==> src/rtl/instruction_fetch.sv <==
// ============================================================================
// Module   : instruction_fetch
// Purpose  : PC holder and instruction fetcher feeding instruction_decode over
//            a variable-latency Req/Rdy instruction memory interface.
// Revision : 1.0  initial release
// ============================================================================
`default_nettype none

module instruction_fetch #(
    parameter logic [31:0] RESET_PC  = 32'h0000_0000,
    parameter logic [31:0] NOP_INSTR = 32'hFFFF_FFFF,
    parameter int          TIMEOUT   = 16
) (
    input  logic        Clk,
    input  logic        Reset,
    input  logic        PC_LdEn,
    input  logic        PC_sel,
    input  logic [31:0] PC_Immed,
    output logic        Mem_Req,
    output logic [31:0] Mem_Addr,
    input  logic        Mem_Rdy,
    input  logic [31:0] Mem_Data,
    output logic [31:0] Instr,
    output logic        Instr_Valid,
    output logic [31:0] PC,
    output logic        Fetch_Err
);

    localparam int c_CNT_W = (TIMEOUT > 1) ? $clog2(TIMEOUT) : 1;
    localparam logic [c_CNT_W-1:0] c_CNT_LAST = c_CNT_W'(TIMEOUT - 1);

    localparam logic [1:0] S_IDLE  = 2'd0;
    localparam logic [1:0] S_FETCH = 2'd1;
    localparam logic [1:0] S_VALID = 2'd2;

    logic [1:0]         r_state;
    logic [31:0]        r_pc;
    logic [31:0]        r_instr;
    logic               r_err;
    logic [c_CNT_W-1:0] r_cnt;

    logic [31:0] w_pc_seq;
    logic [31:0] w_imm_shift;
    logic [31:0] w_pc_next;

    // The shift drops the offset's top two bits; the sum wraps modulo 2^32.
    assign w_imm_shift = PC_Immed << 2;
    assign w_pc_seq    = r_pc + 32'd4;
    assign w_pc_next   = PC_sel ? (w_pc_seq + w_imm_shift) : w_pc_seq;

    always_ff @(posedge Clk or posedge Reset) begin
        if (Reset) begin
            r_state <= S_IDLE;
            r_pc    <= RESET_PC;
            r_instr <= NOP_INSTR;
            r_err   <= 1'b0;
            r_cnt   <= '0;
        end else begin
            case (r_state)
                S_IDLE: begin
                    r_state <= S_FETCH;
                end
                S_FETCH: begin
                    // A returned word wins over a timeout on the same edge.
                    if (Mem_Rdy) begin
                        r_instr <= Mem_Data;
                        r_cnt   <= '0;
                        r_state <= S_VALID;
                    end else if (r_cnt == c_CNT_LAST) begin
                        r_instr <= NOP_INSTR;
                        r_err   <= 1'b1;
                        r_cnt   <= '0;
                        r_state <= S_VALID;
                    end else begin
                        r_cnt <= r_cnt + 1'b1;
                    end
                end
                S_VALID: begin
                    if (PC_LdEn) begin
                        r_pc    <= w_pc_next;
                        r_state <= S_FETCH;
                    end
                end
                default: begin
                    r_state <= S_IDLE;
                end
            endcase
        end
    end

    assign Mem_Req     = (r_state == S_FETCH);
    assign Instr_Valid = (r_state == S_VALID);
    assign Mem_Addr    = r_pc;
    assign PC          = r_pc;
    assign Instr       = r_instr;
    assign Fetch_Err   = r_err;

endmodule

`default_nettype wire
==> config.mk <==
export PLATFORM = sky130hd
export DESIGN_NAME = instruction_fetch
export DESIGN_NICKNAME = d
export VERILOG_FILES = /design/src/rtl/instruction_fetch.sv
export SDC_FILE = /design/constraint.sdc
export NUM_CORES = 1
export LEC_CHECK = 0
export ABC_CLOCK_PERIOD_IN_PS = 7650
export CAP_MARGIN = 40
export CORE_ASPECT_RATIO = 0.75
export CORE_MARGIN = 3
export CORE_UTILIZATION = 52
export DETAILED_ROUTE_END_ITERATION = 10
export PLACE_DENSITY = 0.87
export SLEW_MARGIN = 10
export SYNTH_ARGS = -nofsm -noshare
export SYNTH_HDL_FRONTEND = slang
export SYNTH_SLANG_ARGS = --single-unit
==> constraint.sdc <==
create_clock -name Clk -period 7.65 [get_ports Clk]
set_input_delay 1.53 -clock Clk [delete_from_list [all_inputs] [get_ports Clk]]
set_output_delay 1.53 -clock Clk [all_outputs]
set_load 0.005 [all_outputs]
-- Yosys cells after proc, flatten, opt, wreduce, memory -nomap -nowiden
Index checks and enable logic that the tools add are counted.
Widths: inputs -> output; s select.
- $add $sub $neg: 3
- multiply operators: 0
- div/mod/pow operators: 0
- $lt $le $gt $ge: 0
- equal/unequal tests: 5
- shift operators: 0
- muxes and demuxes: 9
- bitwise logic cells: 1
- reductions and logical operators: 6
- operators with widths (operator ; number):
    $mux 32 ; 3
    $add 32x3->32 const B ; 1
    $add 32x32->32 ; 1
    $mux 4 ; 2
    $mux 2 ; 3
    $pmux 2 s3 ; 1
    $reduce_and 2->1 ; 3
    $add 4x1->4 const B ; 1
    $eq 4x4->1 const B ; 1
    $ne 3x1->1 const B ; 1
    $reduce_and 3->1 ; 1
    $eq 2x1->1 const B ; 1
    $eq 2x2->1 const B ; 1
    $logic_not 2->1 ; 1
    $ne 2x2->1 const B ; 1
    $reduce_bool 2->1 ; 1
    $not 1->1 ; 1
- register bits: 71
- bits in latches: 0
- RAM bits: 0
- ROM bits: 0
- memories kept: 0

-- Depth between registers and ports, before layout
Gate-level depths: netlist (run 1).
- depth in word-level cells: 4
- depth in mapped cells: 16
- gate-level depth less buffers: 15

-- Least setup slack after synthesis (run 1)
No wires, ideal clock.
- kind: input-to-reg
- start: in PC_Immed[1]
- end: reg r_pc[25], in the netlist Mem_Addr[25]
- data arrival time: 3.488 ns
- path slack: 4.086 ns
- stages on the path: 9
- path through: ha_1 -> a211o_1 -> a211oi_2 -> o21ai_1 -> a221oi_2 -> o221ai_2 -> nand4_1 -> mux2_1 -> o21ai_1
- cells in the longest elaborated chain, start to end: 2
- RTL lines (what ; RTL line ; source):
    start, declared ; 18 ; input logic [31:0] PC_Immed,
    $add 32x32->32 ; 49 ; assign w_pc_next = PC_sel ? (w_pc_seq + w_imm_shift) : w_pc_seq;
    $mux 32 ; 49 ;
    end signal, assigned ; 80 ; r_pc <= w_pc_next;
    end, declared ; 37 ; logic [31:0] r_pc;
No other way between the ends.
A chain may end at the register's enable or synchronous reset.

-- Worst setup path after layout (run 1)
Same ends and word-level chain as after synthesis.

==> results of run 1 <==
placed cells by master, fill, tap and decap left out, types with 4 or more instances in the layout:
cell / instances
clkdlybuf4s50_1: 160
nand2_1: 62
nor2_1: 46
a21oi_1: 42
ha_1: 38
dfrtp_1: 37
o21ai_0: 36
o22a_1: 34
dfstp_2: 32
xnor2_1: 26
nand3_1: 24
xor2_1: 20
nand4_1: 15
a21o_1: 12
inv_1: 11
and3_1: 10
clkbuf_16: 10
o21bai_1: 9
nor3_1: 8
a31oi_1: 8
o21a_1: 7
o21ai_1: 7
nand2b_1: 6
and2_1: 6
a32oi_1: 6
and4_1: 5
o22ai_1: 5
o211ai_1: 5
a22oi_1: 5
a211oi_1: 5
mux2i_1: 4
conb_1: 4
through the flow:
stage | instances | setup WS, ps | total power, W | hold WS, ps | util [%]
global placement | 884 | 3250 | 0.00247 | 454 | 68.0
global route | 904 | 3240 | 0.00327 | 521 | 71.8
floorplan | 648 | 4090 | 0.00187 | 451 | -
finish | 904 | 3430 | 0.00308 | 501 | 71.8
detailed placement | 888 | 3180 | 0.00256 | 471 | 68.7
CTS | 904 | 3480 | 0.00306 | 495 | 71.8
path summary, 6_finish.rpt:
path,start,end,slack [ps]
max in group asynchronous,Reset,Instr[30],5470
worst max-delay path,PC_Immed[1],Mem_Addr[25],3430
worst min register to register,Fetch_Err,Fetch_Err,500
min in group asynchronous,Reset,Instr[11],1850
worst min-delay path,Fetch_Err,Fetch_Err,500
worst max register to register,Mem_Addr[4],Mem_Addr[31],3530
power groups by stage:
| stage | Combinational, W | Clock (W) | Sequential (W) |
|---|---|---|---|
| final | 0.00181 | 0.000460 | 0.000816 |
| after global routing | 0.00195 | 0.000481 | 0.000841 |
| after CTS | 0.00178 | 0.000466 | 0.000808 |
| after detailed placement | 0.00175 | 0 | 0.000810 |
| after global placement | 0.00168 | 0 | 0.000795 |
| after floorplan | 0.00111 | 0 | 0.000767 |
logic make-up (layout without fill, tap and decap cells):
kind of cell	after synthesis	count (layout)	share of synthesized area (%)
buffers and inverters	77	197	7.48
DFF	69	69	31.4
xor gates and xnor gates	46	46	7.15
muxes	7	7	1.38
other	1	4	0.0666
adders and majority gates	39	39	8.79
AOI/OAI and AO/OA	206	206	26.0
and+or+nand+nor	200	200	17.8
state kept, by name (all words and copies together), names as in the netlist:
signal,count
Fetch_Err,1
Instr,32
r_state,2
r_cnt,4
Mem_Addr,30
area by class of cell:
type	instances	area, um2	share of cell area (%)
timing repair buffer	168	1700	22.8
inverter	13	48.8	0.653
multi-input combinational	502	3460	46.3
tap	136	170	2.28
sequential	69	1770	23.6
clock buffer	10	250	3.35
clock inverter	6	75.1	1.00
routing by layer:
layer	GRT usage, %	wire, um
met1	39.0	7390
met2	44.1	8290
met3	7.43	1830
met4	10.8	429
met5	0	0
==> impl_results.md, run 1 <==
- Die area: 0.0121 mm2
- CTS resizes: 0
- Core area: 0.0104 mm2
- # port buffers: 161
- Remaining DRCs: 0
- RSZ-0062 raised after global routing: no
- Vert. Die Dim: 96.1 um
- CTS root buf: clkbuf_16
- Clock sinks: 69
- Flop pwr share: 26.5%
- Critical path type: primary input to register
- Fin. max-slew vios: 0
- Critical path's top delay family: compound AO/OA/AOI/OAI gates
- Top_reg_cell synth: dfrtp_1
- Hold Vio Cnt, Final: 0
- Clock period minus worst slack: 4220 ps
- Hold buffer count at CTS: 0
- Int Power: 0.00181 W
- WHS Path Cells: 1
- Netlist cell types: 72
- Synth area leaders: dfrtp_1 (16%), dfstp_2 (15%), ha_1 (8.4%)
- Syn_area_per_cell: 8.74 um2
- Cell count after synthesis: 645
- Status: completed
- Boundary Pins: 168
- Starting Density: 54.1%
- Asr flop ratio synth: 100%
- Slew HR: 55.3%
- Max Clock Skew: 10.8 ps
- CTS buffer count: 9
- Worst path depth: 10
- Iteration-0 DRC count of the detailed router: 728
- HP Class: register to register
- Yosys reg bits: 69
- P_sw: 0.00127 W
- Fraction of layout cells with a size suffix above 1: 10.3%
- Yosys warning count: 0
- Total number of vias: 5683
- Placement Cell Area: 0.00715 mm2
- Power share of the clock group: 14.9%
- Max-cap violations: 0
- Leakage: 3.05 nW
- Die X: 126 um
- Final WL: 17900 um
- Vias/cell: 6.29
- Gate power share: 58.6%
- Synthesized cell area: 0.00563 mm2
- Fin crit share: 55.1%
- Nets@finish: 871
- Largest net degree at the start of global routing: 62
- Most frequent cell after synthesis: nand2_1
- Max clock buf depth: 2
- Routed Antenna Nets: 0
- Fmax: 237 MHz
- All-Layer GR Usage: 28.7%
- Grt total ovfl: 0
- Setup Buffers After CTS: 0
- Net Sw Frac: 41.3%
- Initial antenna violation count: 0
- Worst path max stage delay: 480 ps
- Global-route wire length before repair: 27900 um
- Fin area: 0.00747 mm2
- Buffers and inverters on the worst path: 1
- Cell accounting for the most synthesized area: dfrtp_1
- Most frequent CP cell: o21ai_1
- CP required: 7910 ps
- Finish-stage setup viols: 0
- Fillers: 770
- Syn-to-layout area delta: 32.6%
- Worst-path fanout max: 3
- CP arrival: 4470 ps
- Clock Latency Late Sink: 340 ps
- Sequential share of the synthesized area: 31.4%
- Crit path launch type: primary input
- Worst-margin pin slew: 669 ps
- Post-synth EDFFs: 0
- Setup TNS: 0 ps
- Reg2reg path depth: 13
- Top post-synthesis cells by count: nand2_1 (62), nor2_1 (47), a21oi_1 (42)
- Wirelength per Cell: 19.8 um
- CTS tree: done
- Number of global-route vias before repair: 5266
- Crit. End Element: register
- Reg clk slew, reported paths: 60 ps
- Crit-path cells: clkdlybuf4s50_1, ha_1, a211o_1, a211oi_2, o21ai_1, a221oi_2, o221ai_2, nand4_1, mux2_1, o21ai_1
- Pre-Repair DR Iteration Count: 5
- RePlAce Congestion: 0.965
- Worst VDD drop: 0.156 mV
- PD cells: 413 mW/mm2
- Post-DP HPWL: 12800 um
- Inserted Diodes: 0
- # rows: 32
- Slowest CP cell: clkdlybuf4s50_1
- H-tree levels: 3
- Top-area cell type share of the netlist area: 16.4%
Note: power is estimated with default switching activity, not from simulation.
==> inputs of run 2 (changes only) <==
--- a/config.mk
+++ b/config.mk
@@ -5,13 +5,13 @@
 export SDC_FILE = /design/constraint.sdc
 export NUM_CORES = 1
 export LEC_CHECK = 0
-export ABC_CLOCK_PERIOD_IN_PS = 7650
+export ABC_CLOCK_PERIOD_IN_PS = 4000
 export CAP_MARGIN = 40
 export CORE_ASPECT_RATIO = 0.75
 export CORE_MARGIN = 3
-export CORE_UTILIZATION = 52
+export CORE_UTILIZATION = 49
 export DETAILED_ROUTE_END_ITERATION = 10
-export PLACE_DENSITY = 0.87
+export PLACE_DENSITY = 0.83
 export SLEW_MARGIN = 10
 export SYNTH_ARGS = -nofsm -noshare
 export SYNTH_HDL_FRONTEND = slang
==> constraint.sdc (replaced) <==
create_clock -name Clk -period 4 [get_ports Clk]
set_input_delay 0.8 -clock Clk [delete_from_list [all_inputs] [get_ports Clk]]
set_output_delay 0.8 -clock Clk [all_outputs]
set_load 0.005 [all_outputs]
==> impl_results.md, run 2 (same netlist as run 1, synthesis figures left out) <==
- Setup Buffers After CTS: 0 (unchanged)
- CTS buffer count: 9 (unchanged)
- CTS tree: done
- Reg2reg path depth: 14 (+1)
- Leakage: 3.15 nW (+3.3%)
- Inserted Diodes: 0 (unchanged)
- R2r startpoint: Mem_Addr[10]
- Hold Vio Cnt, Final: 0 (unchanged)
- Fin. max-slew vios: 0 (unchanged)
- Crit path launch type: register
- Crit. End Element: register
- RePlAce Congestion: 0.957 (-0.80%)
- Finish-stage setup viols: 0 (unchanged)
- Fmax: 260 MHz
- Die X: 130 um (+2.9%)
- Clock period minus worst slack: 3850 ps
- Pre-Repair DR Iteration Count: 7 (+2)
- Fin area: 0.00762 mm2 (+2.0%)
- Syn-to-layout area delta: 35.3%
- Worst-path fanout max: 9 (+6)
- CTS root buf: clkbuf_16
- Most frequent cells in the layout: clkdlybuf4s50_1 (160), nand2_1 (62), nor2_1 (45), a21oi_1 (40), ha_1 (37)
- Placement Cell Area: 0.00724 mm2 (+1.3%)
- Max reg flops: 32 (unchanged)
- Initial antenna violation count: 0 (unchanged)
- H-tree levels: 3 (unchanged)
- Vert. Die Dim: 98.9 um (+2.8%)
- RSZ-0062 raised after global routing: yes
- Routed Antenna Nets: 0 (unchanged)
- Source of the critical timing path: Mem_Addr[10]
- CP required: 4220 ps (-3690 ps)
- Global-route wire length before repair: 27300 um (-2.0%)
- Worst-margin pin slew: 847 ps (+177 ps)
- Vias/cell: 6.11 (-2.8%)
- Starting Density: 50.9% (-3.2 points)
- Fin crit share: 96.3%
- Max clock buf depth: 2 (unchanged)
- # port buffers: 161 (unchanged)
- Core area: 0.0111 mm2 (+6.3%)
- HP Class: register to register
- Clock sinks: 69 (unchanged)
- Grt total ovfl: 0 (unchanged)
- Wirelength per Cell: 19.0 um (-4.3%)
- CP arrival: 4070 ps (-400 ps)
- Commonest non-fill, non-tap cell in the layout: clkdlybuf4s50_1
- Placed instance count: 905 (+1.9%)
- Worst path max stage delay: 470 ps (about the same)
- All-Layer GR Usage: 26.5% (-2.2 points)
- RR Endpoint: Mem_Addr[31]
- Crit-path cells: and4_1, nand2_1, nor3_2, nand3_1, xnor2_1, ha_1, nand4_1, nor2_1, nand3_1, a2111o_1, o41ai_2, o211ai_1, o41a_1, xnor2_1
- Final WL: 17500 um (-2.6%)
- Max-cap violations: 0 (unchanged)
- Fraction of layout cells with a size suffix above 1: 12.9% (+2.7 points)
- Slowest CP cell: dfrtp_1
- Critical path type: register to register
- Finished Layout Cells: 920 (+1.8%)
- Post-DP HPWL: 12800 um (about the same)
- Total number of vias: 5620 (-1.1%)
- Slew HR: 43.4% (-12 points)
- Iteration-0 DRC count of the detailed router: 416 (-43%)
- Reg clk slew, reported paths: 60 ps (about the same)
- Largest net degree at the start of global routing: 40 (-35%)
- Fillers: 842 (+9.4%)
- Status: completed
- Die area: 0.0128 mm2 (+5.8%)
- Setup TNS: 0 ps (unchanged)
- Boundary Pins: 168 (unchanged)
- WHS Path Cells: 1 (unchanged)
- Worst R2R Setup Slack: 150 ps (-3380 ps)
- Worst Setup EP: Mem_Addr[31]
- Worst VDD drop: 0.397 mV (+150%)
- Number of global-route vias before repair: 5382 (+2.2%)
- Nets@finish: 884 (+1.5%)
- Clock Latency Late Sink: 340 ps (about the same)
- Max Clock Skew: 7.25 ps (-3.53 ps)
- PD cells: 777 mW/mm2 (+88%)
- Remaining DRCs: 0 (unchanged)
- # rows: 33 (+3.1%)
run 2: cell types whose count changed in the layout (fill, tap and decap cells not counted), moves of 2 or more:
cell	delta
inv_6	-2
dfrtp_2	+2
dfrtp_1	-2
a21oi_1	-2
a21oi_2	+2
buf_4	+14
run 2: worst max-delay path: cells and delay by family, from the launching register on:
kind	cells	cell delay [ps]
XOR/XNOR	2	300
adder cells (fa/ha/maj)	1	460
AND/OR/NAND/NOR	7	1700
AO/OA/AOI/OAI	4	800
flip-flops	1	470
run 2: how the worst min path moves through the flow:
stage / startpoint / to / slack [ps]
floorplan: r_state[0] / r_state[0] / 450
detailed placement: r_state[0] / r_state[0] / 480
finish: r_state[0] / r_state[0] / 500
global route: r_state[0] / r_state[0] / 510
CTS: r_state[0] / r_state[0] / 490
global placement: Fetch_Err / Fetch_Err / 450
run 2: stage by stage:
| step | util [%] | hold WS (ps) | total power [W] | setup WS [ps] |
|---|---|---|---|---|
| after floorplan | - | 451 | 0.00358 | 510 |
| after global placement | 64.9 | 452 | 0.00482 | 235 |
| after detailed placement | 65.4 | 479 | 0.00496 | 185 |
| after CTS | 68.4 | 486 | 0.00588 | 150 |
| after global routing | 68.9 | 514 | 0.00633 | -55.0 |
| final | 68.9 | 497 | 0.00593 | 147 |
run 2: area by class of cell:
| type | instances | area, um2 | share of cell area [%] |
|---|---|---|---|
| multi-input cells | 502 | 3510 | 46.1 |
| repair buffers | 181 | 1790 | 23.5 |
| flip-flops and latches | 69 | 1770 | 23.2 |
| clock buffers | 11 | 275 | 3.61 |
| well taps | 140 | 175 | 2.30 |
| clock inverters | 4 | 50.0 | 0.657 |
| inverters | 13 | 48.8 | 0.640 |
run 2: timing repair:
action | in CTS | in global routing
hold buffers | 0 | 0
endpoints found under the setup margin | 0 | 2
resized for setup | 0 | 13
run 2: where the power goes:
part	total [W]	switching (W)	internal, W
Sequential	0.00148	0.000348	0.00113
Clock	0.000874	0.000318	0.000557
Combinational	0.00357	0.00170	0.00187
Total	0.00593	0.00237	0.00356
run 2: layer usage:
layer	share of wire, %	wire, um	GRT usage, %	vias up
met5	0	0	0	-
met4	1.1	185	7.83	0
met3	7.8	1370	5.09	25
met2	47	8270	42.7	296
met1	44	7650	36.1	2707
li1	-	-	-	2592
